==> config.mk <==
export PLATFORM = sky130hd
export DESIGN_NAME = toll_controller
export DESIGN_NICKNAME = d
export VERILOG_FILES = /design/src/rtl/toll_pkg.sv /design/src/rtl/toll_coin_sum.sv /design/src/rtl/toll_controller.sv
export SDC_FILE = /design/constraint.sdc
export NUM_CORES = 1
export LEC_CHECK = 0
export CAP_MARGIN = 40
export CORE_MARGIN = 1.5
export CORE_UTILIZATION = 55
export DETAILED_ROUTE_END_ITERATION = 12
export GPL_TIMING_DRIVEN = 1
export PLACE_DENSITY = 0.78
export SLEW_MARGIN = 20
export SYNTH_ARGS = -nofsm -noshare
export SYNTH_HDL_FRONTEND = slang
export SYNTH_SLANG_ARGS = --single-unit
==> constraint.sdc <==
create_clock -name clk -period 5.2 [get_ports clk]
set_clock_uncertainty 0.15 [all_clocks]
set_input_delay 1.04 -clock clk [delete_from_list [all_inputs] [get_ports clk]]
set_output_delay 1.04 -clock clk [all_outputs]
set_load 0.005 [all_outputs]
==> src/rtl/toll_pkg.sv <==
// toll_pkg: shared types and constants for the toll-lane controller family.
// Holds the coin values, the cents type and the lane state enum.
package toll_pkg;

    localparam int unsigned NICKEL_C   = 5;
    localparam int unsigned DIME_C     = 10;
    localparam int unsigned QUARTER_C  = 25;

    localparam int unsigned COIN_SUM_W = 6;

    typedef logic [7:0]            cents_t;
    typedef logic [COIN_SUM_W-1:0] coin_sum_t;

    typedef enum logic [1:0] {
        IDLE,
        COLLECT,
        OPEN,
        VIOLATE
    } toll_state_t;

endpackage

==> src/rtl/toll_coin_sum.sv <==
// toll_coin_sum: combinational value of the coins accepted in one cycle.
// Every coin line asserted in the same cycle is counted, giving 0..40 cents.
module toll_coin_sum
    import toll_pkg::*;
(
    input  logic      N,
    input  logic      D,
    input  logic      Q,
    output coin_sum_t coin_sum
);

    assign coin_sum = (N ? coin_sum_t'(NICKEL_C)  : '0)
                    + (D ? coin_sum_t'(DIME_C)    : '0)
                    + (Q ? coin_sum_t'(QUARTER_C) : '0);

endmodule

==> src/rtl/toll_controller.sv <==
// toll_controller: one-lane toll booth sequencer.
// Detects a car, accumulates coin credit, opens the gate once the toll is
// covered and raises a timed alarm when a car leaves without paying.
// Optional change output is enabled by defining TOLL_CHANGE_EN.
module toll_controller
    import toll_pkg::*;
#(
    parameter int unsigned TOLL_CENTS   = 35,
    parameter int unsigned ALARM_CYCLES = 16
) (
    input  logic   clk,
    input  logic   rst_n,
    input  logic   car_arrive,
    input  logic   car_exit,
    input  logic   N,
    input  logic   D,
    input  logic   Q,
    output logic   Paid,
    output logic   Stop,
    output cents_t credit,
    output logic   alarm
`ifdef TOLL_CHANGE_EN
    ,
    output cents_t change,
    output logic   change_valid
`endif
);

    localparam int unsigned ALARM_W = (ALARM_CYCLES > 1) ? $clog2(ALARM_CYCLES) : 1;
    localparam cents_t TOLL_C = cents_t'(TOLL_CENTS);
    localparam logic [ALARM_W-1:0] ALARM_LOAD = ALARM_W'(ALARM_CYCLES - 1);

    toll_state_t        state_q, state_d;
    cents_t             credit_q, credit_d;
    logic [ALARM_W-1:0] alarm_cnt_q, alarm_cnt_d;

    coin_sum_t coin_sum;
    cents_t    credit_sum;
    logic      go_open;
    logic      go_violate;
    logic      alarm_done;

    toll_coin_sum u_coin_sum (
        .N        (N),
        .D        (D),
        .Q        (Q),
        .coin_sum (coin_sum)
    );

    // Credit never overflows: credit stays below the toll (<= 215) while collecting.
    assign credit_sum = credit_q + cents_t'(coin_sum);
    assign go_open    = (state_q == COLLECT) && !car_exit && (credit_sum >= TOLL_C);
    assign go_violate = (state_q == COLLECT) && car_exit;
    assign alarm_done = (alarm_cnt_q == '0);

    // State, credit and alarm counter registers; reset closes the gate at once.
    always_ff @(posedge clk or negedge rst_n) begin
        if (!rst_n) begin
            state_q     <= IDLE;
            credit_q    <= '0;
            alarm_cnt_q <= '0;
        end else begin
            state_q     <= state_d;
            credit_q    <= credit_d;
            alarm_cnt_q <= alarm_cnt_d;
        end
    end

    // Next-state logic; an exit while collecting wins over any coin that cycle.
    always_comb begin
        state_d = state_q;
        case (state_q)
            IDLE:    if (car_arrive) state_d = COLLECT;
            COLLECT: begin
                if (go_violate)   state_d = VIOLATE;
                else if (go_open) state_d = OPEN;
            end
            OPEN:    if (car_exit) state_d = IDLE;
            VIOLATE: if (alarm_done) state_d = IDLE;
            default: state_d = IDLE;
        endcase
    end

    // Credit accumulation and alarm countdown for the current transaction.
    always_comb begin
        credit_d    = credit_q;
        alarm_cnt_d = alarm_cnt_q;
        case (state_q)
            COLLECT: begin
                if (go_violate) alarm_cnt_d = ALARM_LOAD;
                else            credit_d    = credit_sum;
            end
            OPEN: begin
                if (car_exit) credit_d = '0;
            end
            VIOLATE: begin
                if (alarm_done) credit_d    = '0;
                else            alarm_cnt_d = alarm_cnt_q - ALARM_W'(1);
            end
            default: ;
        endcase
    end

    // Lane outputs decoded from the registered state, so Paid is glitch-free.
    always_comb begin
        Paid   = (state_q == OPEN);
        Stop   = (state_q != OPEN);
        alarm  = (state_q == VIOLATE);
        credit = credit_q;
    end

`ifdef TOLL_CHANGE_EN
    cents_t change_q, change_d;
    logic   change_valid_q, change_valid_d;

    // Change register; the amount is held until the next paid car or reset.
    always_ff @(posedge clk or negedge rst_n) begin
        if (!rst_n) begin
            change_q       <= '0;
            change_valid_q <= 1'b0;
        end else begin
            change_q       <= change_d;
            change_valid_q <= change_valid_d;
        end
    end

    // Overpayment is computed on the cycle the gate is about to open.
    always_comb begin
        change_d       = change_q;
        change_valid_d = 1'b0;
        if (go_open) begin
            change_d       = credit_sum - TOLL_C;
            change_valid_d = 1'b1;
        end
    end

    assign change       = change_q;
    assign change_valid = change_valid_q;
`endif

endmodule

==> flow_summary.ini <==
[outcome]
status = finished, final reports clean

[global_routing]
grt.total_usage_pct = 26.46
grt_pass1_wl_um = 4015
overflow = 0
grt_max_degree = 15
antenna_found_initial = 0
grt_pass1_vias = 915

[cells_and_area]
area_growth_syn_to_layout_pct = 21.54
fin_nets = 157
final_cells = 162
final_core_util_pct = 74.04
antenna_cells = 0
layout-drive-gt1-share_pct = 7.299

[placement]
placedCellCount = 158
place_congestion = 0.7856
io_buffers = 17
place_hpwl_um = 1995

[timing]
max_freq_mhz = 262.0
layout_min_cycle_time_ps = 3817
fin_crit_sh_pct = 73.40
hold_viol = 0
relSlewSlack_pct = 57.68
rsz0062_at_grt = no
tightest_slew_ps = 632.8
setup_viol = 0
tns_ps = 0
maxSlewViolCount = 0

[synth]
postSynthAreaPerCell_sq_um = 9.282
synthArstFlopShare_pct = 100.0
synth_top_area_share_pct = 32.26
synth_area_sq_um = 1086
ys_top_cells_by_count = dfrtp_1, ha_1, inv_1, nor2_1, nand2_1
synth_edf_count = 0
synth-main-ff-cell = dfrtp_1
yosysUniqueCellTypes = 35
yosys.area.top_type = dfrtp_1
ys_seq_area_share_pct = 32.26
ys_top_cells_by_area = dfrtp_1, ha_1, inv_1
syn_nets = 136
syn_inst = 117
synth_most_common_cell = dfrtp_1
synth_seq_cells = 14
ys_warn_count = 0

[route]
highest_layer = met4
routed-wl-met3_um = 110
num_vias = 937
drtPass1Iterations = 4
drt_iter0_markers = 30
routed_wl_um = 2524
wl_met2_um = 1320
drc = 0
ant_nets = 0
routedWlPerCell_um = 15.58
wl_met1_um = 1078
via_per_inst = 5.784

[power]
switchingPower_uw = 318.7
power.static_leakage_nw = 0.6171
power.density_nw_per_um2 = 551.4
power_frac_seq_pct = 27.4
ir_drop_mv = 0.3736
netSwitchingFraction_pct = 43.79
p_clk_share_pct = 10.7
power.internal_uw = 409.2
pwr-share-comb_pct = 61.9

[clocking]
clockRootBuffer = clkbuf_4
clockBufferDepth = 2
cts_hold_buf = 0
post-cts-setup-buffer-count = 0
clk_latency_ps = 280
cts_repair_resize_count = 0
cts_sinks = 14
numCtsBuffers = 3
cts.clk_slew.worst_paths_ps = 90
cts_tree = done
cts.htree.levels = 1

[worst_setup_path]
crit_fanout = 5
ff2ff_path_depth = 9
criticalPathCategory = in2reg
r2r_slack_ps = 2710
arrival_ps = 3840
worstSetupStartpointType = input port
rr_startpoint = credit[0]$_DFFE_PN0P_
r2r_end = state_q[0]$_DFFE_PN0P_
worstPathRequired_ps = 5220
end_kind = flop

[floorplanning]
pin_count = 18
dieArea_sq_um = 2250
start_util_pct = 60.91
core_sq_um = 1783
placementRows = 15
die_x_um = 47.44
die-height_um = 47.44

[run]
cap_violations = 0

[worst_hold_path]
hold_end = alarm_cnt_q[2]$_DFFE_PN0P_
min_path_cells = 1
hp-class = reg2reg
hp-start = alarm_cnt_q[2]$_DFFE_PN0P_
## per-stage QoR
| step | hold WS (ps) | power, mW | worst slack, ps | cell area [sq um] |
|---|---|---|---|---|
| floorplan | 330.4 | 0.4952 | 1832 | 1086 |
| finish | 372.3 | 0.7279 | 1383 | 1320 |
| global placement | 354.4 | 0.6178 | 1191 | 1284 |
| CTS | 370.7 | 0.7243 | 1386 | 1320 |
| global route | 409.1 | 0.7814 | 1198 | 1320 |
| detailed placement | 359.4 | 0.6432 | 1093 | 1284 |
## final cells by class
type | count | area, sq um
clock buffer | 4 | 36.28
fill | 138 | 462.9
inverter | 11 | 41.29
multi-input combinational | 91 | 690.7
sequential | 14 | 350.3
tap | 25 | 31.28
timing repair buffer | 17 | 170.2
## power by group through the flow
| stage | clock [mW] | sequential [mW] | combinational (mW) |
|---|---|---|---|
| after CTS | 0.0796 | 0.197 | 0.448 |
| after detailed placement | 0 | 0.199 | 0.444 |
| after global placement | 0 | 0.196 | 0.422 |
| final | 0.0777 | 0.200 | 0.451 |
| after global routing | 0.0833 | 0.203 | 0.495 |
| after floorplan | 0 | 0.190 | 0.305 |
## per-layer routing
metal  vias to the layer above  GRT usage [%]
met2                        28          47.03
li1                        454              -
met3                         2          6.038
met4                         0          10.56
met5                         -              0
met1                       453          30.60
## critical path, cell delays in order
cell and delay (ps):
clkdlybuf4s50_1 500, ha_1 280, ha_1 210, a31oi_1 200, xnor2_1 150, ha_1 330
a21oi_1 170, nand3_1 150, xor2_1 290, a2111oi_2 130, a311o_1 370
## state kept, by name, summed over array words and instances, names as in the netlist
| signal | flops |
|---|---|
| state_q | 2 |
| credit | 8 |
| alarm_cnt_q | 4 |
## cell usage in the layout, fill, tap and decap left out
cell	instances
ha_1	11
a21oi_2	1
xor2_2	1
o2bb2ai_1	1
nor2_1	9
mux2_1	1
nand3b_4	1
a311o_1	1
dfrtp_1	14
a41o_1	1
xnor2_1	4
nand2_1	8
nor2b_1	4
fa_1	1
or2_2	1
nand4_1	1
a21o_1	1
a21oi_4	1
a21oi_1	6
a2111oi_2	1
nand2b_1	5
a22o_1	4
nand3_1	3
o21ai_0	6
xor2_1	2
a221o_1	1
and3_1	1
nand3b_1	1
nor3_1	5
clkbuf_4	3
inv_1	11
a31oi_1	2
mux2i_1	4
nor3b_1	1
o21ai_1	1
clkbuf_8	1
clkdlybuf4s50_1	17
## cells by family after synthesis
kind of cell,Yosys count,synth area share (%)
compound gates,27,18.32
xor+xnor,7,6.337
fa+ha+maj,12,14.52
buf+inv,12,4.147
flops,14,32.26
mux,5,4.724
simple gates,40,19.70
## how the worst max path moves through the flow
stage	endpoint	depth (start not counted)	slack, ps	from
floorplan	state_q[0]$_DFFE_PN0P_	10	1830	N
finish	state_q[0]$_DFFE_PN0P_	11	1380	N
CTS	state_q[0]$_DFFE_PN0P_	11	1390	N
detailed placement	state_q[0]$_DFFE_PN0P_	11	1090	N
global route	state_q[0]$_DFFE_PN0P_	11	1200	N
global placement	state_q[0]$_DFFE_PN0P_	11	1190	N
Note: power is estimated with default switching activity, not from simulation.
